<file path="src/rtl/regfile_stream_reader.sv">
// Walks a range of register-file indices through a single read port and streams
// each captured value out as an (index, data) beat over a valid/ready handshake.
module regfile_stream_reader #(
  parameter int unsigned WIDTH    = 32,
  parameter int unsigned DEPTH    = 32,
  parameter int unsigned IDX_W    = 5,
  parameter int unsigned READ_LAT = 0
) (
  input  logic             clock,
  input  logic             clear_n,
  input  logic             start,
  input  logic [IDX_W-1:0] first_index,
  input  logic [IDX_W-1:0] last_index,
  input  logic             abort,
  output logic [IDX_W-1:0] rf_read_index,
  input  logic [WIDTH-1:0] rf_read_data,
  output logic             out_valid,
  input  logic             out_ready,
  output logic [WIDTH-1:0] out_data,
  output logic [IDX_W-1:0] out_index,
  output logic             busy,
  output logic             done
);

  // remaining must hold DEPTH itself, hence one extra bit
  localparam int unsigned CNT_W  = IDX_W + 1;
  localparam int unsigned WAIT_W = 2;

  typedef enum logic [1:0] {IDLE, READ, WAIT, OUT} state_t;

  state_t             state_q, state_d;
  logic [IDX_W-1:0]   cur_q, cur_d;
  logic [CNT_W-1:0]   rem_q, rem_d;
  logic [WAIT_W-1:0]  wait_q, wait_d;
  logic [IDX_W-1:0]   rd_idx_d;
  logic               valid_d;
  logic [WIDTH-1:0]   data_d;
  logic [IDX_W-1:0]   oidx_d;
  logic               busy_d;
  logic               done_d;

  // State and registered outputs
  always_ff @(posedge clock or negedge clear_n) begin
    if (!clear_n) begin
      state_q       <= IDLE;
      cur_q         <= '0;
      rem_q         <= '0;
      wait_q        <= '0;
      rf_read_index <= '0;
      out_valid     <= 1'b0;
      out_data      <= '0;
      out_index     <= '0;
      busy          <= 1'b0;
      done          <= 1'b0;
    end else begin
      state_q       <= state_d;
      cur_q         <= cur_d;
      rem_q         <= rem_d;
      wait_q        <= wait_d;
      rf_read_index <= rd_idx_d;
      out_valid     <= valid_d;
      out_data      <= data_d;
      out_index     <= oidx_d;
      busy          <= busy_d;
      done          <= done_d;
    end
  end

  // Next-state and next-output logic
  always_comb begin
    state_d  = state_q;
    cur_d    = cur_q;
    rem_d    = rem_q;
    wait_d   = wait_q;
    rd_idx_d = rf_read_index;
    valid_d  = out_valid;
    data_d   = out_data;
    oidx_d   = out_index;
    done_d   = 1'b0;

    case (state_q)
      IDLE: begin
        if (start && !abort) begin
          cur_d    = first_index;
          rem_d    = CNT_W'(IDX_W'(last_index - first_index)) + CNT_W'(1);
          rd_idx_d = first_index;
          state_d  = READ;
        end
      end
      READ: begin
        if (READ_LAT == 0) begin
          data_d  = rf_read_data;
          oidx_d  = cur_q;
          valid_d = 1'b1;
          state_d = OUT;
        end else begin
          wait_d  = WAIT_W'(READ_LAT - 1);
          state_d = WAIT;
        end
      end
      WAIT: begin
        if (wait_q == '0) begin
          data_d  = rf_read_data;
          oidx_d  = cur_q;
          valid_d = 1'b1;
          state_d = OUT;
        end else begin
          wait_d = wait_q - WAIT_W'(1);
        end
      end
      OUT: begin
        if (out_ready) begin
          valid_d = 1'b0;
          cur_d   = cur_q + IDX_W'(1);
          rem_d   = rem_q - CNT_W'(1);
          if (rem_q == CNT_W'(1)) begin
            done_d  = 1'b1;
            state_d = IDLE;
          end else begin
            rd_idx_d = cur_q + IDX_W'(1);
            state_d  = READ;
          end
        end
      end
      default: state_d = IDLE;
    endcase

    // Cancel wins over any handshake in the same cycle; the beat is not consumed
    if (abort && (state_q != IDLE)) begin
      state_d  = IDLE;
      cur_d    = cur_q;
      rem_d    = rem_q;
      rd_idx_d = rf_read_index;
      valid_d  = 1'b0;
      done_d   = 1'b0;
    end

    busy_d = (state_d != IDLE);
  end

endmodule

</file>
<file path="config.mk">
export PLATFORM = sky130hd
export DESIGN_NAME = regfile_stream_reader
export DESIGN_NICKNAME = d
export VERILOG_FILES = /design/src/rtl/regfile_stream_reader.sv
export SDC_FILE = /design/constraint.sdc
export NUM_CORES = 1
export LEC_CHECK = 0
export ABC_AREA = 1
export CAP_MARGIN = 20
export CORE_MARGIN = 10
export CORE_UTILIZATION = 50
export DETAILED_ROUTE_END_ITERATION = 8
export GPL_TIMING_DRIVEN = 0
export MAX_ROUTING_LAYER = met4
export PLACE_DENSITY = 0.85
export SYNTH_ARGS = -nofsm -noshare
export SYNTH_HDL_FRONTEND = slang
export SYNTH_SLANG_ARGS = --single-unit
</file>
<file path="constraint.sdc">
create_clock -name clock -period 3.16 [get_ports clock]
set_input_delay 0.632 -clock clock [delete_from_list [all_inputs] [get_ports clock]]
set_output_delay 0.632 -clock clock [all_outputs]
set_load 0.005 [all_outputs]
</file>
==> metrics.yaml, run 1 <==
status: "finished clean"
drive_above_1_share_pct: 14.5
die-width_um: 97.0
synth_cells: 307
rows: 27
postRouteAntennaNets: 0
io_pins: 92
endpoint_kind: "register"
finalCriticalPeriod_ps: 2360
worst_pin_slew_ps: 527
synthAdderAreaFrac_pct: 6.58
grt_pass1_wl_um: 12800
cts_setup_buffers: 0
dieHeight_um: 97.0
clk_pin_slew_worst_paths_ps: 70
port_buffers: 91
synthSimpleGateAreaFrac_pct: 13.8
cts_tree: "yes"
hold_path_class: "in2async"
fp.dieArea_mm2: 0.00941
synth_area_per_cell_um2: 9.66
gp_congestion: 0.880
synthXorXnorAreaFrac_pct: 0.590
cts_buffers: 9
synth_cell_type_count: 25
cts_sinks: 60
start_util_pct: 52.6
drt_wl_total_um: 7960
cp-start-kind: "input pin"
dr_total_vias: 2530
crit_required_ps: 3430
grt_setup_unrepaired: "no"
place_inst: 471
reg2reg_from: "state_q[0]$_DFF_PN0_"
fin_crit_sh_pct: 74.7
hold_viol_final: 0
path_class: "in2reg"
antenna_found_initial: 0
finalClockSkew_ps: 8.31
reg2reg_slack_ps: 1240
cts_root_buf: "clkbuf_8"
area_delta_synth_final_pct: 41.8
yosysSeqAreaShare_pct: 50.6
synth_area_mm2: 0.00297
max_clock_freq_ghz: 0.423
synth_mux_area_share_pct: 12.1
h-tree-depth: 3
worst_r2r_endpoint: "out_data[16]$_DFFE_PN0P_"
grt_max_degree: 39
critPathArrivalTime_ps: 2630
final_cell_area_mm2: 0.00421
clockBufferDepth: 2
overflow: 0
track_usage_pct: 17.1
synth-seq-cells: 60
hold_buffers: 0
nFillCells: 369
finalSetupViolations: 0
leakagePower_nw: 1.94
syn_nets: 369
antenna_cells: 0
slew_viol_final: 0
core_mm2: 0.00564
vias_per_cell: 5.20
hpwl_um: 6140
drt_iter0_markers: 88
final_cells: 487
nets: 472
cap_violations: 0
first_pass_iters: 4
grt_pass1_vias: 2546
r2r.worst_path.cells: 6
drc: 0
synth_top_family_by_area: "simple AND/OR/NAND/NOR gates"
max_slew_margin_pct: 64.9
synth_warnings: 0
ir_worst_vdd_mv: 0.508
cellPowerDensity_mw_per_mm2: 978
synth_compound_area_share_pct: 9.07
clk_latency_ps: 340
wl_per_cell_um: 16.3
dpl-instance-area_mm2: 0.00398
cp_max_fo: 3
post_cts_resized: 0
==> layer usage <==
layer,routed length [um],vias to the layer above,global-route usage [%]
li1,-,1216,-
met4,112,0,6.76
met5,0,-,-
met3,639,14,4.12
met1,3520,1186,20.8
met2,3680,114,26.7
==> worst max-delay path, stage by stage <==
cell	delay, ps
clkdlybuf4s50_1	500
ha_1	150
inv_1	60
fa_1	510
ha_1	170
inv_1	40
nor2_1	180
nand3_1	100
nand2_1	60
nand3_1	80
a21oi_1	150
==> cell type report <==
| class | count | area (um^2) | area share (%) |
|---|---|---|---|
| Sequential cell | 60 | 1500 | 35.7 |
| Multi-Input combinational cell | 196 | 1250 | 29.8 |
| Timing Repair Buffer | 92 | 926 | 22.0 |
| Inverter | 43 | 164 | 3.90 |
| Clock buffer | 10 | 138 | 3.27 |
| Tap cell | 72 | 90.1 | 2.14 |
| Clock inverter | 6 | 86.3 | 2.05 |
| Buffer | 8 | 48.8 | 1.16 |
==> cell families (layout without fill, tap and decap cells) <==
kind of cell,count (synthesis),after routing
and+or+nand+nor,98,98
DFF,60,60
buffers and inverters,51,159
AOI/OAI and AO/OA,49,49
muxes,32,32
adders and majority gates,15,15
xor gates and xnor gates,2,2
==> sequential cells by signal, indices dropped and copies added, names as in the netlist <==
| register | flops |
|---|---|
| busy | 1 |
| cur_q | 5 |
| done | 1 |
| out_data | 32 |
| out_index | 5 |
| out_valid | 1 |
| rem_q | 6 |
| rf_read_index | 5 |
| state_q | 2 |
| wait_q | 2 |
==> cell usage in the layout (no fill, tap or decap), drive strengths merged <==
| master | n |
|---|---|
| o211ai | 1 |
| a22oi | 1 |
| bufinv | 2 |
| ha | 14 |
| a21oi | 12 |
| fa | 1 |
| nor2 | 15 |
| clkinv | 2 |
| clkdlybuf4s50 | 90 |
| o31ai | 1 |
| o21ai | 33 |
| nand2 | 60 |
| nand3 | 19 |
| dfrtp | 60 |
| nand3b | 1 |
| clkinvlp | 1 |
| nand4 | 3 |
| xor2 | 2 |
| inv | 44 |
| o22ai | 1 |
| clkbuf | 14 |
| buf | 6 |
| mux2 | 32 |
==> how the worst max path moves through the flow <==
stage / startpoint / endpoint / slack, ps / depth (start not counted)
CTS: first_index[0] / rem_q[4]$_DFFE_PN0P_ / 800 / 11
floorplan: last_index[0] / rem_q[4]$_DFFE_PN0P_ / 1110 / 11
global placement: clear_n / rf_read_index[3]$_DFFE_PN0P_ / -370 / 1
finish: first_index[0] / rem_q[4]$_DFFE_PN0P_ / 800 / 11
global route: first_index[0] / rem_q[4]$_DFFE_PN0P_ / 610 / 11
detailed placement: first_index[0] / rem_q[4]$_DFFE_PN0P_ / 440 / 11
==> power by group <==
group	total, W	internal (W)	switching [W]
clock network	0.000769	0.000465	0.000304
registers	0.00136	0.00114	0.000215
logic	0.00199	0.00109	0.000900
total	0.00412	0.00270	0.00142
==> Yosys cell counts <==
library cell	count	share of area (%)
a21oi_1	11	1.9
a21oi_4	1	0.55
a22oi_1	1	0.25
buf_4	3	0.76
buf_6	1	0.38
clkbuf_1	4	0.51
dfrtp_1	60	51
fa_1	1	0.67
ha_1	14	5.9
inv_1	42	5.3
inv_4	1	0.21
mux2_2	32	12
nand2_1	60	7.6
nand3_1	19	3.2
nand3b_1	1	0.25
nand4_1	3	0.63
nor2_1	12	1.5
nor2_2	3	0.63
o211ai_1	1	0.25
o21ai_0	31	5.2
o21ai_1	1	0.17
o21ai_2	1	0.30
o22ai_1	1	0.21
o31ai_1	1	0.25
xor2_1	2	0.59
==> per-stage QoR <==
stage          hold WS (ps)  TNS (ps)  setup WS (ps)  power [W]  util, %
6_report                265         0            798    0.00412     74.6
5_1_grt                 297         0            607    0.00440     74.6
4_1_cts                 270         0            799    0.00416     74.6
3_5_place_dp            467         0            441    0.00336     70.6
3_3_place_gp            463    -21860           -368    0.00326     70.3
2_1_floorplan           336         0           1110    0.00240        -
Power figures use the tool's default switching activity.
==> run 2: changes to the inputs <==
--- a/config.mk
+++ b/config.mk
@@ -8,11 +8,11 @@
 export ABC_AREA = 1
 export CAP_MARGIN = 20
 export CORE_MARGIN = 10
-export CORE_UTILIZATION = 50
+export CORE_UTILIZATION = 42
 export DETAILED_ROUTE_END_ITERATION = 8
 export GPL_TIMING_DRIVEN = 0
 export MAX_ROUTING_LAYER = met4
-export PLACE_DENSITY = 0.85
+export PLACE_DENSITY = 0.76
 export SYNTH_ARGS = -nofsm -noshare
 export SYNTH_HDL_FRONTEND = slang
 export SYNTH_SLANG_ARGS = --single-unit
==> constraint.sdc (replaced) <==
create_clock -name clock -period 2.1 [get_ports clock]
set_input_delay 0.42 -clock clock [delete_from_list [all_inputs] [get_ports clock]]
set_output_delay 0.42 -clock clock [all_outputs]
set_load 0.005 [all_outputs]
==> run 2 against run 1 <==
Against the previous run: global-route usage fell by 2.3 points; critical path depth fell by 1; register-to-register slack got worse by 1000 ps; total power rose by 50%; cell area rose by 1.4%; sequential power rose by 48%; non-clock buffer count rose by 1; highest routed layer unchanged; hold slack got worse by 130 ps; worst setup slack got worse by 660 ps; first-iteration DRC count rose by 63%; die area rose by 15%.
==> metrics.yaml, run 2 (same netlist as run 1, synthesis figures left out) <==
cts_tree: "yes"
slew_viol_final: 0
reg2reg_slack_ps: 200
cellPowerDensity_mw_per_mm2: 1450
grt_setup_unrepaired: "no"
crit_required_ps: 2370
hpwl_um: 5810
dpl-instance-area_mm2: 0.00401
antenna_cells: 0
cp-start-kind: "input pin"
hold_viol_final: 0
wl_met2_um: 3230
first_pass_iters: 4
r2r.worst_path.cells: 6
cts_sinks: 60
leakagePower_nw: 1.96
drive_above_1_share_pct: 16.3
rows: 30
cp_max_fo: 3
overflow: 0
max_slew_margin_pct: 51.9
worst_pin_slew_ps: 722
postRouteAntennaNets: 0
cts_root_buf: "clkbuf_8"
regMostFlops: "out_data"
critPathArrivalTime_ps: 2240
drt_wl_total_um: 7470
status: "finished clean"
antenna_found_initial: 0
grt_pass1_wl_um: 12700
hold_path_class: "in2async"
die-width_um: 104
hold_buffers: 0
nets: 473
dr_total_vias: 2458
fin_crit_sh_pct: 93.6
drc: 0
crit_top_cell: "inv_1"
max_stage_delay_ps: 580
setup_ws_ps: 134
io_pins: 92
ir_worst_vdd_mv: 0.443
clockBufferDepth: 2
track_usage_pct: 14.8
dr_wl_met3_um: 447
reg2reg_from: "state_q[0]$_DFF_PN0_"
port_buffers: 91
crit_chain: "clkdlybuf4s50_1 > inv_1 > fa_1 > ha_2 > inv_1 > nor2_2 > nand3_1 > nand2_1 > nand3_2 > a21oi_2"
largest_register_ffs: 32
finalSetupViolations: 0
critPathTopFamily: "adder cells"
dpl_worst_slack_ps: -392
area_delta_synth_final_pct: 43.8
dieHeight_um: 104
tns_ps: 0
clk_latency_ps: 340
grt_max_degree: 32
largestRegisters: "out_data x32, rem_q x6"
start_util_pct: 43.4
final_common_cell: "clkdlybuf4s50_1"
core_mm2: 0.00683
gp_congestion: 0.862
max_clock_freq_ghz: 0.509
fp.dieArea_mm2: 0.0108
path_buf_inv: 3
slowest_stage: "fa_1"
wl_per_cell_um: 14.6
grt_pass1_vias: 2536
cap_violations: 0
final_cell_area_mm2: 0.00427
vias_per_cell: 4.80
wl_met1_um: 3630
drt_iter0_markers: 143
clk_pin_slew_worst_paths_ps: 70
path_class: "in2reg"
mostFrequentLayoutCells: "clkdlybuf4s50_1, nand2_1, dfrtp_1"
routed.top_layer: "met4"
cts_buffers: 9
finalClockSkew_ps: 7.25
finalCriticalPeriod_ps: 1970
worst_r2r_endpoint: "out_data[14]$_DFFE_PN0P_"
endpoint_kind: "register"
h-tree-depth: 3
nFillCells: 592
run 2: repair_timing:
action                                  4_1_cts  5_1_grt
gates resized for setup                       2        7
endpoints found under the hold margin         0        0
endpoints found under the setup margin        1        2
setup buffers                                 0        1
pin swaps                                     0        8
run 2: through the flow:
stage                     hold WS [ps]  cells  util, %  power, W
final                              131    512     62.5   0.00617
after global routing               179    512     62.5   0.00663
after CTS                          143    511     62.0   0.00621
after detailed placement           470    495     58.7   0.00502
after global placement             467    494     58.5   0.00491
after floorplan                    124    307        -   0.00361
run 2: worst reg2reg max path: cells and delay by family (launching register included):
family          cells  cell delay, ps
buf+inv             2             410
fa+ha+maj           1             250
compound gates      1             190
mux                 1             350
flops               1             410
simple gates        1             170
run 2: worst max path at each step:
stage	start	end	slack, ps	cells after the start
2_1_floorplan	last_index[0]	rem_q[4]$_DFFE_PN0P_	260	11
3_3_place_gp	clear_n	rf_read_index[3]$_DFFE_PN0P_	-1270	1
3_5_place_dp	first_index[0]	rem_q[4]$_DFFE_PN0P_	-390	11
4_1_cts	last_index[0]	rem_q[4]$_DFFE_PN0P_	100	12
5_1_grt	state_q[0]$_DFF_PN0_	rf_read_index[3]$_DFFE_PN0P_	10	11
6_report	first_index[1]	rem_q[4]$_DFFE_PN0P_	130	10
run 2: layer usage:
metal / vias up / track usage (%)
li1: 1212 / -
met1: 1134 / 18.7
met2: 99 / 21.5
met3: 13 / 3.78
met4: 0 / 6.96
met5: - / -
run 2: power breakdown:
| group | total [W] | internal, W | switching (W) |
|---|---|---|---|
| logic | 0.00298 | 0.00165 | 0.00133 |
| registers | 0.00201 | 0.00172 | 0.000288 |
| clock network | 0.00118 | 0.000700 | 0.000482 |
| total | 0.00617 | 0.00407 | 0.00210 |
run 2: cell type report:
class / instances / area [um^2] / share of cell area, %
flip-flops and latches: 60 / 1500 / 35.2
multi-input cells: 196 / 1270 / 29.9
repair buffers: 93 / 935 / 21.9
inverters: 43 / 164 / 3.84
clock buffers: 10 / 138 / 3.23
well taps: 96 / 120 / 2.82
clock inverters: 6 / 86.3 / 2.02
plain buffers: 8 / 48.8 / 1.14
==> run 3: changes to the inputs <==
--- a/config.mk
+++ b/config.mk
@@ -13,6 +13,7 @@
 export GPL_TIMING_DRIVEN = 0
 export MAX_ROUTING_LAYER = met4
 export PLACE_DENSITY = 0.76
+export REMOVE_ABC_BUFFERS = 1
 export SYNTH_ARGS = -nofsm -noshare
 export SYNTH_HDL_FRONTEND = slang
 export SYNTH_SLANG_ARGS = --single-unit
==> run 3 against run 2 <==
Against the previous run: combinational power grew 4%; register-to-register slack is essentially flat; clock-buffer cell count shrank 1; utilization grew 0.81 points; wire length grew 3.0%; total power grew 3.2%; die area is the same; critical path depth shrank 1; global-route usage is essentially flat.
==> metrics.yaml, run 3 (same netlist as run 1, synthesis figures left out) <==
nets: 473
dieHeight_um: 104
fp.dieArea_mm2: 0.0108
cts_sinks: 60
io_pins: 92
hold_path_class: "in2async"
worst_pin_slew_ps: 716
largestRegisters: "out_data x32, rem_q x6"
rows: 30
setup_ws_ps: 185
reg2reg_slack_ps: 210
drt_iter0_markers: 163
h-tree-depth: 3
dpl_worst_slack_ps: -421
slew_viol_final: 0
antenna_cells: 0
track_usage_pct: 14.7
clockBufferDepth: 2
fin_crit_sh_pct: 91.2
cts_root_buf: "clkbuf_8"
clk_latency_ps: 330
cts_buffers: 9
path_class: "in2reg"
drt_wl_total_um: 7690
clk_pin_slew_worst_paths_ps: 70
grt_setup_unrepaired: "no"
finalSetupViolations: 0
crit_required_ps: 2320
vias_per_cell: 4.87
status: "finished clean"
cp_max_fo: 2
hold_viol_final: 0
cellPowerDensity_mw_per_mm2: 1470
nFillCells: 555
overflow: 0
drive_above_1_share_pct: 17.5
port_buffers: 91
final_common_cell: "clkdlybuf4s50_1"
finalCriticalPeriod_ps: 1910
grt_pass1_wl_um: 12600
area_delta_synth_final_pct: 45.7
antenna_found_initial: 0
max_clock_freq_ghz: 0.522
core_mm2: 0.00683
grt_pass1_vias: 2461
finalClockSkew_ps: 6.76
first_pass_iters: 4
reg2reg_from: "state_q[0]$_DFF_PN0_"
multiInputGateArea_mm2: 0.00129
hold_buffers: 0
cp-start-kind: "input pin"
largest_register_ffs: 32
hold_slack_ps: 132
regMostFlops: "out_data"
worst_r2r_endpoint: "out_data[23]$_DFFE_PN0P_"
postRouteAntennaNets: 0
cap_violations: 0
start_util_pct: 43.4
leakagePower_nw: 1.99
ir_worst_vdd_mv: 0.522
endpoint_kind: "register"
wl_per_cell_um: 15.0
seqCellArea_mm2: 0.00150
gp_congestion: 0.834
die-width_um: 104
critPathArrivalTime_ps: 2130
drc: 0
dr_total_vias: 2492
grt_max_degree: 32
mostFrequentLayoutCells: "clkdlybuf4s50_1, nand2_1, dfrtp_1"
max_slew_margin_pct: 52.3
hpwl_um: 5910
cts_tree: "yes"
r2r.worst_path.cells: 6
run 3: worst max-delay path: stages:
cell and delay [ps]:
clkdlybuf4s50_1 450, fa_1 560, ha_2 190, inv_1 50
nor2_2 110, buf_4 120, nand3_1 70, nand3_1 80
a21oi_1 80
run 3: area by class of cell:
cell class | instances | share of cell area (%)
multi-input combinational | 197 | 29.8
clock inverter | 7 | 2.63
tap | 96 | 2.78
timing repair buffer | 100 | 23.4
inverter | 43 | 3.79
clock buffer | 9 | 2.87
sequential | 60 | 34.7
run 3: metal layers:
| layer | vias to the layer above | share of wire [%] | global-route usage (%) |
|---|---|---|---|
| li1 | 1210 | - | - |
| met1 | 1179 | 45 | 18.3 |
| met2 | 94 | 46 | 22.2 |
| met3 | 9 | 7.9 | 4.83 |
| met4 | 0 | 1.3 | 4.57 |
| met5 | - | 0 | - |
run 3: repair_timing:
item	4_1_cts	5_1_grt
cloned	1	0
pin swaps	5	5
setup buffers	0	7
endpoints found under the setup margin	8	32
resized for setup	6	7
run 3: power breakdown:
group,leakage (nW),switching (W),internal [W]
Combinational,1.15,0.00137,0.00174
Sequential,0.722,0.000295,0.00172
Clock,0.123,0.000460,0.000786
run 3: worst max path at each step:
| stage | startpoint | end | cells after the start |
|---|---|---|---|
| after floorplan | state_q[0]$_DFF_PN0_ | out_data[0]$_DFFE_PN0P_ | 4 |
| after global placement | clear_n | state_q[0]$_DFF_PN0_ | 1 |
| after detailed placement | first_index[0] | rem_q[4]$_DFFE_PN0P_ | 11 |
| after CTS | last_index[0] | rem_q[4]$_DFFE_PN0P_ | 12 |
| after global routing | state_q[0]$_DFF_PN0_ | out_data[27]$_DFFE_PN0P_ | 6 |
| final | last_index[1] | rem_q[4]$_DFFE_PN0P_ | 9 |
run 3: per-stage QoR:
step	instance area (um^2)	total power (W)	utilization [%]	instances	setup TNS [ps]
final	4320	0.00636	63.3	512	0
after global routing	4320	0.00682	63.3	512	0
after CTS	4250	0.00631	62.3	505	0
after detailed placement	4000	0.00499	58.5	488	-2840
after global placement	3950	0.00480	57.8	486	-102950
after floorplan	2920	0.00351	-	299	-6450
